### src/rtl/phase_acc_pkg.sv
// Shared constants and helpers for the phase-accumulator baud generator.
// Combinational only: constant functions evaluated at elaboration.
// No flow control here.
package phase_acc_pkg;

    localparam int unsigned SYS_CLK_FREQ_DEF = 125000000;
    localparam int unsigned BAUD_RATE_DEF    = 115200;
    localparam int unsigned ACC_WIDTH_DEF    = 32;

    typedef logic [ACC_WIDTH_DEF-1:0] acc_t;

    // Increment per clock that yields 'baud' wraps per second: round(baud*2^w/sys).
    function automatic logic [63:0] calc_tune(input longint unsigned sys,
                                              input longint unsigned baud,
                                              input int unsigned     w);
        logic [127:0] num;
        num = (128'(baud) << w) + 128'(sys >> 1);
        return 64'(num / 128'(sys));
    endfunction

    localparam logic [63:0] DEFAULT_TUNE = calc_tune(SYS_CLK_FREQ_DEF, BAUD_RATE_DEF, ACC_WIDTH_DEF);

    // Convert a phase in degrees into accumulator units (2^-w turn).
    function automatic logic [63:0] deg_to_offset(input int unsigned deg, input int unsigned w);
        logic [127:0] num;
        num = 128'(deg) << w;
        return 64'(num / 128'd360);
    endfunction

    // Equally spaced reset offset of channel k out of n: k*2^w/n, truncated.
    function automatic logic [63:0] equal_offset(input int unsigned k,
                                                 input int unsigned n,
                                                 input int unsigned w);
        return (64'(k) << w) / 64'(n);
    endfunction

endpackage

### src/rtl/phase_tap.sv
// One output channel: offset register plus carry detect on the offset phase.
// Latency: tick/gen_clock registered, 1 clk after the accumulator step.
// No backpressure; offset reloads only on sync.
module phase_tap #(
    parameter int                   ACC_WIDTH  = 32,
    parameter logic [ACC_WIDTH-1:0] RST_OFFSET = '0
) (
    input  logic                 clk,
    input  logic                 rst_n,
    input  logic                 step_i,
    input  logic                 sync_i,
    input  logic [ACC_WIDTH-1:0] acc_i,
    input  logic [ACC_WIDTH-1:0] acc_nxt_i,
    input  logic [ACC_WIDTH-1:0] offset_i,
    output logic                 tick_o,
    output logic                 gen_clock_o
);

    logic [ACC_WIDTH-1:0] off_q, off_d;
    logic [ACC_WIDTH-1:0] ph, ph_nxt;
    logic                 tick_q, tick_d;
    logic                 gclk_q, gclk_d;

    assign ph     = acc_i + off_q;
    assign ph_nxt = acc_nxt_i + off_q;

    // A phase that gets smaller in one step has carried out: that is the tick.
    always_comb begin
        off_d  = off_q;
        tick_d = 1'b0;
        gclk_d = gclk_q;
        if (sync_i) begin
            off_d  = offset_i;
            gclk_d = offset_i[ACC_WIDTH-1];
        end else if (step_i) begin
            tick_d = (ph_nxt < ph);
            gclk_d = ph_nxt[ACC_WIDTH-1];
        end
    end

    // Channel state registers.
    always_ff @(posedge clk or negedge rst_n) begin
        if (!rst_n) begin
            off_q  <= RST_OFFSET;
            tick_q <= 1'b0;
            gclk_q <= 1'b0;
        end else begin
            off_q  <= off_d;
            tick_q <= tick_d;
            gclk_q <= gclk_d;
        end
    end

    assign tick_o      = tick_q;
    assign gen_clock_o = gclk_q;

endmodule

### src/rtl/multi_phase_baud_generator.sv
// NCO baud/tick generator: one shared accumulator feeding NUM_PHASES offset taps.
// Latency: tick/gen_clock 1 clk after each accumulator step; tuning applied at acc wrap.
// Backpressure: tune_ready low while a tuning word waits for the wrap (or sync).
module multi_phase_baud_generator
    import phase_acc_pkg::*;
#(
    parameter int SYS_CLK_FREQ = 125000000,
    parameter int BAUD_RATE    = 115200,
    parameter int ACC_WIDTH    = 32,
    parameter int NUM_PHASES   = 4
) (
    input  logic                            clk,
    input  logic                            reset_n,
    input  logic                            enable,
    input  logic [ACC_WIDTH-1:0]            tune_word,
    input  logic                            tune_valid,
    output logic                            tune_ready,
    input  logic [NUM_PHASES*ACC_WIDTH-1:0] phase_offset,
    input  logic                            sync,
    output logic [NUM_PHASES-1:0]           tick,
    output logic [NUM_PHASES-1:0]           gen_clock
);

    localparam logic [ACC_WIDTH-1:0] TUNE_RST =
        ACC_WIDTH'(calc_tune(SYS_CLK_FREQ, BAUD_RATE, ACC_WIDTH));

    logic [ACC_WIDTH-1:0] acc_q, acc_d, acc_nxt;
    logic [ACC_WIDTH-1:0] tune_act_q, tune_act_d;
    logic [ACC_WIDTH-1:0] tune_pend_q, tune_pend_d;
    logic                 pend_q, pend_d;
    logic                 step, acc_wrap, accept;

    assign acc_nxt    = acc_q + tune_act_q;
    assign step       = enable & ~sync;
    assign acc_wrap   = step & (acc_nxt < acc_q);
    assign accept     = tune_valid & ~pend_q;
    assign tune_ready = ~pend_q;

    // Accumulator advance and tuning handover; sync restarts phase and flushes any pending word.
    always_comb begin
        acc_d       = acc_q;
        tune_act_d  = tune_act_q;
        tune_pend_d = tune_pend_q;
        pend_d      = pend_q;
        if (sync) begin
            acc_d  = '0;
            pend_d = 1'b0;
            if (accept) begin
                tune_act_d = tune_word;
            end else if (pend_q) begin
                tune_act_d = tune_pend_q;
            end
        end else begin
            if (step) begin
                acc_d = acc_nxt;
            end
            // A zero increment never wraps, so a frozen accumulator takes the word at once.
            if (pend_q && (acc_wrap || (tune_act_q == '0))) begin
                tune_act_d = tune_pend_q;
                pend_d     = 1'b0;
            end
            if (accept) begin
                tune_pend_d = tune_word;
                pend_d      = 1'b1;
            end
        end
    end

    // Shared accumulator and tuning registers.
    always_ff @(posedge clk or negedge reset_n) begin
        if (!reset_n) begin
            acc_q       <= '0;
            tune_act_q  <= TUNE_RST;
            tune_pend_q <= '0;
            pend_q      <= 1'b0;
        end else begin
            acc_q       <= acc_d;
            tune_act_q  <= tune_act_d;
            tune_pend_q <= tune_pend_d;
            pend_q      <= pend_d;
        end
    end

    for (genvar k = 0; k < NUM_PHASES; k++) begin : g_tap
        localparam logic [ACC_WIDTH-1:0] OFF_RST =
            ACC_WIDTH'(equal_offset(k, NUM_PHASES, ACC_WIDTH));

        phase_tap #(
            .ACC_WIDTH  (ACC_WIDTH),
            .RST_OFFSET (OFF_RST)
        ) u_tap (
            .clk         (clk),
            .rst_n       (reset_n),
            .step_i      (step),
            .sync_i      (sync),
            .acc_i       (acc_q),
            .acc_nxt_i   (acc_nxt),
            .offset_i    (phase_offset[k*ACC_WIDTH +: ACC_WIDTH]),
            .tick_o      (tick[k]),
            .gen_clock_o (gen_clock[k])
        );
    end

endmodule

### config.mk
export PLATFORM = sky130hd
export DESIGN_NAME = multi_phase_baud_generator
export DESIGN_NICKNAME = d
export VERILOG_FILES = /design/src/rtl/phase_acc_pkg.sv /design/src/rtl/phase_tap.sv /design/src/rtl/multi_phase_baud_generator.sv
export SDC_FILE = /design/constraint.sdc
export NUM_CORES = 1
export LEC_CHECK = 0
export BUFFER_PORTS_ARGS = -buffer_cell sky130_fd_sc_hd__buf_2
export CORE_MARGIN = 4
export CORE_UTILIZATION = 43
export DETAILED_ROUTE_END_ITERATION = 10
export GPL_TIMING_DRIVEN = 0
export PLACE_DENSITY = 0.59
export RECOVER_POWER = 25
export SYNTH_ARGS = -nofsm -noshare
export SYNTH_HDL_FRONTEND = slang
export SYNTH_HIERARCHICAL = 1
export SYNTH_SLANG_ARGS = --single-unit
### constraint.sdc
create_clock -name clk -period 6.9 [get_ports clk]
set_input_delay 0 -clock clk [delete_from_list [all_inputs] [get_ports clk]]
set_output_delay 0 -clock clk [all_outputs]
set_load 0.05 [all_outputs]
# Yosys cells after proc, flatten, opt, wreduce, memory -nomap -nowiden
# Index checks and enable logic that the tools add are counted.
# W data, S select, Z words.
[totals]
in_bits = 165
reg_bits = 233
out_inout_bits = 9
[op_classes]
n_bitwise = 5
n_mux = 25
eq_ne = 1
n_lt_le_gt_ge = 5
add_sub_neg = 9
reduce_logical = 8
[ops]
columns = ["op", "n"]
rows = [
  ["$add A32 B32 Y32", 9],
  ["$mux W32", 6],
  ["$lt A32 B32 Y1", 5],
  ["$logic_not A32 Y1", 1],
  ["$mux W1", 19],
  ["$reduce_and A2 Y1", 2],
  ["$reduce_bool A2 Y1", 2],
  ["$and A1 B1 Y1", 3],
  ["$ne A3 B1 Y1 const B", 1],
  ["$reduce_bool A3 Y1", 1],
  ["$not A1 Y1", 2],
  ["$logic_and A1 B1 Y1", 1],
  ["$logic_or A1 B1 Y1", 1],
]

# Longest topological paths before layout
# Gate-level depths: netlist (run 1).
[depth]
ltp_word = 8
ltp_mapped = 26
ltp_nobuf = 26

# By module
# The synthesis (run 1) kept the hierarchy.
[by_module_without_submodules]
columns = ["mod", "seq_area_each_um2", "n_inst", "area_each_um2", "cells_each"]
rows = [
  ["multi_phase_baud_generator", 2442.3, 1, 6966.7, 760],
  ["phase_tap (g_tap[3].u_tap)", 853.3, 1, 5220.0, 620],
  ["phase_tap (g_tap[2].u_tap)", 852.1, 1, 5218.8, 620],
  ["phase_tap (g_tap[1].u_tap)", 852.1, 1, 5079.9, 583],
  ["phase_tap (g_tap[0].u_tap)", 850.8, 1, 5078.6, 583],
]

# Least setup slack after synthesis (run 1)
# OpenSTA, ideal clock, no wires.
[synth_timing]
kind = "reg2reg"
start = "register acc_q[0]"
end = "register g_tap[0].u_tap.tick_q"
path_stages_with_launch = 25
required_ns = 6.775
path_slack_ns = 1.264
setup_ns = 0.125
t_arrival_ns = 5.510
path_cell_list = "dfrtp_1 > ha_1 > fa_1 > a211oi_2 > o21bai_4 > a21oi_2 > o21ai_0 > xor2_1 > ha_1 > nand4_1 > o311ai_0 > nand2_1 > o21ai_0 > o21a_1 > a41oi_1 > xnor2_1 > ha_1 > a21o_1 > a21o_1 > a21o_1 > a21o_1 > a21o_1 > a21oi_1 > nor2b_1 > a2111oi_0"
[synth_via]
elab_chain_cells = 5
elab_cells_between_ends = 6
[synth_lines]
columns = ["item", "line_no", "rtl"]
rows = [
  ["start: declaration", "multi_phase_baud_generator.sv:27", "logic [ACC_WIDTH-1:0] acc_q, acc_d, acc_nxt;"],
  ["start signal: assignment", "multi_phase_baud_generator.sv:72", "acc_q <= '0;"],
  ["start signal: assignment", "multi_phase_baud_generator.sv:77", "acc_q <= acc_d;"],
  ["$add A32 B32 Y32", "multi_phase_baud_generator.sv:33", "assign acc_nxt = acc_q + tune_act_q;"],
  ["named net acc_nxt[8]", "multi_phase_baud_generator.sv:27", ""],
  ["$add A32 B32 Y32", "phase_tap.sv:25", "assign ph_nxt = acc_nxt_i + off_q;"],
  ["$lt A32 B32 Y1", "phase_tap.sv:36", "tick_d = (ph_nxt < ph);"],
  ["$mux W1", "phase_tap.sv:35", "end else if (step_i) begin"],
  ["$mux W1", "phase_tap.sv:32", "if (sync_i) begin"],
  ["named net g_tap[0].u_tap.tick_d", "phase_tap.sv:21", "logic tick_q, tick_d;"],
  ["end signal: assignment", "phase_tap.sv:49", "tick_q <= tick_d;"],
  ["end: declaration", "phase_tap.sv:21", ""],
]
# The timed path passes the listed nets, and every way through them passes these cells.
# A chain may end at the register's enable or synchronous reset.

# Worst setup path in the final report (run 1)
[layout_timing]
start = "register acc_q[6]"
end = "register g_tap[2].u_tap.tick_q"
[layout_via]
elab_chain_cells = 5
elab_cells_between_ends = 6
[layout_lines]
columns = ["item", "line_no"]
rows = [
  ["$add A32 B32 Y32", "multi_phase_baud_generator.sv:33"],
  ["named net acc_nxt[13]", "multi_phase_baud_generator.sv:27"],
  ["$add A32 B32 Y32", "phase_tap.sv:25"],
  ["$lt A32 B32 Y1", "phase_tap.sv:36"],
  ["$mux W1", "phase_tap.sv:35"],
  ["$mux W1", "phase_tap.sv:32"],
  ["named net g_tap[2].u_tap.tick_d", "phase_tap.sv:21"],
  ["end signal: assignment", "phase_tap.sv:49"],
  ["end: declaration", "phase_tap.sv:21"],
]
# The timed path passes the listed nets, and every way through them passes these cells.

==> results.toml, run 1 <==
[hold_path]
hold_path_class = "in2reg"
min_path_cells = 4

[place]
io_buffer_count = 172
gp_congestion = 0.987
dp_hpwl_um = 75800

[grt]
grtUsageMet1_pct = 33.3
grtUsageTotal_pct = 26.6
use_met3_pct = 2.25
grt_use_met2_pct = 47.2
grt_pass1_wl_um = 143000
grt_overflow_total = 0
grt_pass1_vias = 26400
top_usage_layer = "met2"
grt_start_max_net_pins = 104
antenna_found_initial = 0

[clocking]
cts-root-buf = "clkbuf_16"
cts_tree = "done"
cts_buffer_depth = 3
cts.clk_slew.worst_paths_ns = 0.06
insertion_delay_ns = 0.62
cts_buffers = 31
cts.sinks = 233
htree_num_levels = 1

[synthesis]
yosysSeqAreaShare_pct = 21.2
syn_nets = 3775
postSynthCellCount = 3166
syn_area_um2 = 27600
synth.avg_cell_area_um2 = 8.71
async_reset_ff_share_pct = 100
ys.flop_type = "dfrtp_1"
synth-edff-count = 0
synth_cell_types = 95
synth_seq_cells = 233
yosys_warnings = 6

[finish]
nNetsFinal = 4158
antenna_cells = 0
area_growth_pct = 17.7
layout_commonest_cell = "ha_1"
drive_gt1_share_pct = 14.4
fillCellCount = 5958
final_cell_mix = "435 x ha_1, 273 x a21oi_1, 235 x nand2_1"
postLayoutCoreUtil_pct = 51.2

[detailed_routing]
vias_per_cell = 5.86
vias = 25900
wire_per_inst_um = 21.2
ant_nets = 0
drc = 0
firstDrtPassIters = 6
wl_um = 93800
drt_iter0_drc = 1406

[worst_setup_path]
crit_arrival_ns = 7.15
max_stage_delay_ns = 0.91
cp_common_cell = "a21oi_1"
slowest_stage = "xnor2_1"
path_max_fanout = 7
cp.required_ns = 7.40
crit_path_end_kind = "register"
worst-setup-path-type = "reg2reg"
startpoint_type = "register"
path_cells = "ha_1, a21oi_1, o2111ai_1, o21ai_2, xnor2_1, ha_1, a21oi_1, o21ai_0, o41ai_1, a31oi_1, o21ai_1, o211ai_1, xor2_1, ha_1, a21oi_1, a21boi_0, o21ai_0, nand2b_1, a21oi_1, o21ai_0, a21oi_1"
ff2ff_path_depth = 21

[floorplanning]
die_w_um = 261
ios = 174
dieArea_um2 = 68200
initial_utilization_pct = 43.5
dieHeight_um = 261
num_rows = 92
core_area_um2 = 63300

[sta]
max_slew_margin_pct = -172
worstMarginPinSlew_ns = 4.09
slew_viol_final = 129
finClkSkew_ns = 0.0258
max_freq_mhz = 150
hold_viol_final = 0
rsz0062_at_grt = "false"
fin_crit_ns = 6.65
finalSetupViolCount = 0
fin_crit_sh_pct = 96.4

[status]
status = "complete, but fails checks"
failed_checks = "max-capacitance violations, max-slew violations"

[run]
cap_viol_max_count = 3
-- final timing paths --
path / start / slack, ns / to
worst min register to register: tune_pend_q[16]$_DFFE_PN0P_ / 0.51 / tune_pend_q[16]$_DFFE_PN0P_
max in group asynchronous: reset_n / 1.60 / acc_q[1]$_DFFE_PN0P_
worst max register to register: acc_q[6]$_DFFE_PN0P_ / 0.25 / g_tap[2].u_tap/tick_o$_DFF_PN0_
worst min-delay path: phase_offset[33] / 0.14 / g_tap[1].u_tap/off_q[1]$_DFFE_PN0P_
worst max-delay path: acc_q[6]$_DFFE_PN0P_ / 0.25 / g_tap[2].u_tap/tick_o$_DFF_PN0_
min in group asynchronous: reset_n / 1.00 / g_tap[1].u_tap/off_q[30]$_DFFE_PN1P_
-- flip-flops by register name (all words and copies together) (netlist names) --
| name | count |
|---|---|
| acc_q | 32 |
| g_tap.u_tap/gen_clock_o | 4 |
| g_tap.u_tap/off_q | 128 |
| g_tap.u_tap/tick_o | 4 |
| pend_q | 1 |
| tune_act_q | 32 |
| tune_pend_q | 32 |
-- logic make-up (layout without fill, tap and decap cells) --
kind of cell	Yosys count	count (layout)	share of synthesized area [%]
compound gates	1042	1042	25.8
xor+xnor	251	251	7.98
fa+ha+maj	444	444	20.4
buf+inv	259	666	3.71
flops	233	233	21.2
mux	182	182	7.33
simple gates	755	755	13.5
-- per-stage QoR --
step	instance area [um2]	TNS (ns)	std cells	worst slack [ns]	hold WS, ns
6_report	32400	0	4419	0.249	0.139
2_1_floorplan	27600	0	3166	1.26	-0.296
5_1_grt	32400	0	4419	0.00323	0.132
3_3_place_gp	29500	-0.666	4184	-0.402	0.205
4_1_cts	32300	-0.000281	4410	-0.000281	0.110
3_5_place_dp	29500	-0.667	4186	-0.422	-0.0122
-- routing by layer --
metal  part of all wire [%]  vias up
met1                     43    12400
met2                     48      652
li1                       -    12600
met4                    4.8        0
met5                      0        -
met3                    3.6      202
-- synth_stat cells, drive strengths merged (10+ instances only) --
library cell / instances / area [um2]
ha: 435 / 5440
a21oi: 281 / 1440
nand2: 235 / 882
dfrtp: 217 / 5430
o21ai: 194 / 990
a21o: 193 / 1450
nor2: 162 / 613
inv: 161 / 604
mux2: 159 / 1790
xnor2: 152 / 1330
xor2: 99 / 867
nand4: 72 / 450
clkbuf: 71 / 268
nand3: 60 / 300
nor2b: 48 / 315
o21a: 43 / 323
nor3: 42 / 210
o221ai: 39 / 354
a211oi: 36 / 290
o21bai: 35 / 293
a31oi: 34 / 255
nand2b: 34 / 213
buf: 27 / 150
o211ai: 27 / 203
mux2i: 23 / 230
nor4: 18 / 113
o31ai: 17 / 133
dfstp: 16 / 420
and2: 15 / 93.8
and3: 14 / 87.6
a2111oi: 13 / 176
or3: 13 / 81.3
a21boi: 12 / 90.1
or2: 10 / 62.6
-- worst max-delay path, delay by kind of cell (launching register included) --
family / cells / cell delay [ns]
AO/OA/AOI/OAI: 15 / 3.47
flip-flops: 1 / 0.56
adder cells (fa/ha/maj): 3 / 1.33
AND/OR/NAND/NOR: 1 / 0.08
XOR/XNOR: 2 / 1.09
-- layout make-up --
type | count | area, um2 | area share [%]
well taps | 846 | 1060 | 3.26
multi-input cells | 2674 | 20900 | 64.3
clock inverters | 13 | 165 | 0.509
inverters | 161 | 604 | 1.86
flip-flops and latches | 233 | 5850 | 18.0
plain buffers | 98 | 418 | 1.29
clock buffers | 44 | 865 | 2.66
repair buffers | 350 | 2620 | 8.09
-- what timing repair did --
item	CTS	global route
endpoints found under the hold margin	423	0
endpoints found under the setup margin	2	2
pin swaps	0	6
buffers inserted	0	9
hold buffers	167	0
gates resized for setup	6	24
Power of run 1 is left out: the tool's default activity adds up to more than one toggle a clock period on the data nets, which glitch-free logic cannot reach.
==> run 2, diff against run 1 <==
MAX_ROUTING_LAYER = met4   (was not set)
==> run 2 against run 1 <==
  * The flow still finishes with violations (max-capacitance violations, max-slew violations)
  * Cell count is essentially flat
  * Sequential share of layout area decreased by 0.091 points
  * Via count is 0.62% higher
  * Maximum frequency hardly changed
  * First-iteration DRC count increased by 0.64%
  * Register-to-register slack about the same
  * Non-clock buffer count shrank 1
  * Core utilization increased by 0.25 points
  * Global-route usage up 0.59 points
  * Worst setup slack improved by 0.0059 ns
  * Cell area rose by 0.49%
==> results.toml, run 2 (synthesis gave the netlist of run 1 again) <==
[worst_setup_path]
cp.required_ns = 7.39
worst-setup-path-type = "reg2reg"
ff2ff_path_depth = 22
crit_cells = 22
critical_path.top_delay_family = "compound AO/OA/AOI/OAI gates"
startpoint_type = "register"
r2r_end = "g_tap[1].u_tap/tick_o$_DFF_PN0_"
max_stage_delay_ns = 0.84
r2r_start = "acc_q[1]$_DFFE_PN0P_"
slowest_stage = "xnor2_1"
crit_buf_inv = 0
cp_common_cell = "a21o_1"
path_cells = "fa_1, a21o_1, a21oi_1, xnor2_1, ha_1, a2111oi_2, o211a_1, o311ai_2, nand2_1, o21ai_0, o21a_1, a41oi_1, xnor2_1, ha_1, a21o_1, a21o_1, a21o_1, a21o_1, a21o_1, a21oi_1, nor2b_1, a2111oi_2"
path_max_fanout = 12
r2r_slack_ns = 0.26
crit_arrival_ns = 7.13
crit_path_end_kind = "register"

[place]
io_buffer_count = 172
dp_hpwl_um = 75700
gp_congestion = 0.970

[detailed_routing]
firstDrtPassIters = 5
drc = 0
vias_per_cell = 5.90
vias = 26100
wire_per_inst_um = 21.1
wl_um = 93300
drt_iter0_drc = 1415
ant_nets = 0

[grt]
grt_start_max_net_pins = 113
grt_pass1_wl_um = 142000
grt_overflow_total = 0
antenna_found_initial = 0
grtUsageTotal_pct = 27.2
grt_pass1_vias = 26000

[floorplanning]
initial_utilization_pct = 43.5
dieHeight_um = 261
die_w_um = 261
ios = 174
dieArea_um2 = 68200
core_area_um2 = 63300
num_rows = 92

[clocking]
htree_num_levels = 1
cts-root-buf = "clkbuf_16"
cts_buffer_depth = 3
cts_tree = "done"
cts.sinks = 233
cts_buffers = 31
cts.clk_slew.worst_paths_ns = 0.07
insertion_delay_ns = 0.62

[sta]
finClkSkew_ns = 0.0240
max_slew_margin_pct = -273
worstMarginPinSlew_ns = 5.59
fin_crit_sh_pct = 96.3
slew_viol_final = 225
max_freq_mhz = 150
hold_viol_final = 0
finalSetupViolCount = 0
hold_ws_ns = 0.136
fin_crit_ns = 6.64

[finish]
largest_register_ffs = 128
layout_commonest_cell = "ha_1"
nNetsFinal = 4157
drive_gt1_share_pct = 14.6
area_growth_pct = 18.3
largest-register = "g_tap.u_tap/off_q"
final_cell_mix = "435 x ha_1, 271 x a21oi_1, 235 x nand2_1"

[hold_path]
hold_path_class = "in2reg"
min_to = "g_tap[3].u_tap/off_q[1]$_DFFE_PN0P_"
min_path_cells = 4
min_from = "phase_offset[97]"

[status]
status = "complete, but fails checks"
failed_checks = "max-capacitance violations, max-slew violations"

[run]
cap_viol_max_count = 2
## run 2: cell count changes in the layout (fill, tap and decap cells not counted), moves of 3 or more
cell	change
clkbuf_8	-3
inv_6	+3
clkbuf_1	-5
clkinv_2	-3
bufinv_16	+4
clkinvlp_4	+3
## run 2: metrics by stage
stage / cells / TNS [ns] / setup slack, ns / area [um2] / utilization (%)
floorplan: 3166 / 0 / 1.26 / 27600 / -
global placement: 4184 / -0.696 / -0.468 / 29500 / 46.6
detailed placement: 4186 / -0.971 / -0.574 / 29500 / 46.7
CTS: 4414 / 0 / 0.0218 / 32400 / 51.2
global route: 4419 / -0.00194 / -0.00194 / 32600 / 51.5
finish: 4420 / 0 / 0.255 / 32600 / 51.5
## run 2: layout make-up
type / count / area (um2)
multi-input cells: 2674 / 20900
fillers: 5912 / 30700
clock inverters: 19 / 310
repair buffers: 349 / 2620
diodes: 1 / 2.50
well taps: 846 / 1060
inverters: 161 / 604
flip-flops and latches: 233 / 5850
plain buffers: 98 / 418
clock buffers: 39 / 816
## run 2: worst max-delay path by stage
stage	endpoint	startpoint	slack [ns]
detailed placement	g_tap[0].u_tap/tick_o$_DFF_PN0_	acc_q[0]$_DFFE_PN0P_	-0.57
finish	g_tap[1].u_tap/tick_o$_DFF_PN0_	acc_q[1]$_DFFE_PN0P_	0.26
CTS	g_tap[0].u_tap/tick_o$_DFF_PN0_	acc_q[0]$_DFFE_PN0P_	0.02
global route	g_tap[1].u_tap/tick_o$_DFF_PN0_	acc_q[0]$_DFFE_PN0P_	-0.002
floorplan	g_tap[0].u_tap/tick_o$_DFF_PN0_	acc_q[0]$_DFFE_PN0P_	1.26
global placement	g_tap[0].u_tap/tick_o$_DFF_PN0_	acc_q[0]$_DFFE_PN0P_	-0.47
## run 2: what timing repair did
action	in CTS	in global routing
hold buffers	166	0
setup endpoints to repair	2	3
gates resized for setup	12	25
hold endpoints to repair	435	0
buffers inserted	4	5
pin swaps	2	7
## run 2: metal layers
metal	track usage, %	vias to the layer above	routed length, um
li1	-	12600	-
met1	33.1	12600	40700
met2	47.4	618	45500
met3	2.09	191	3080
met4	9.94	0	4050
met5	-	-	0
## run 2: worst min-delay path, delay by kind of cell
kind | cells | cell delay, ns
AO/OA/AOI/OAI | 1 | 0.06
buffers and inverters | 2 | 0.61
AND/OR/NAND/NOR | 1 | 0.04
Power of run 2 is left out for the same reason.
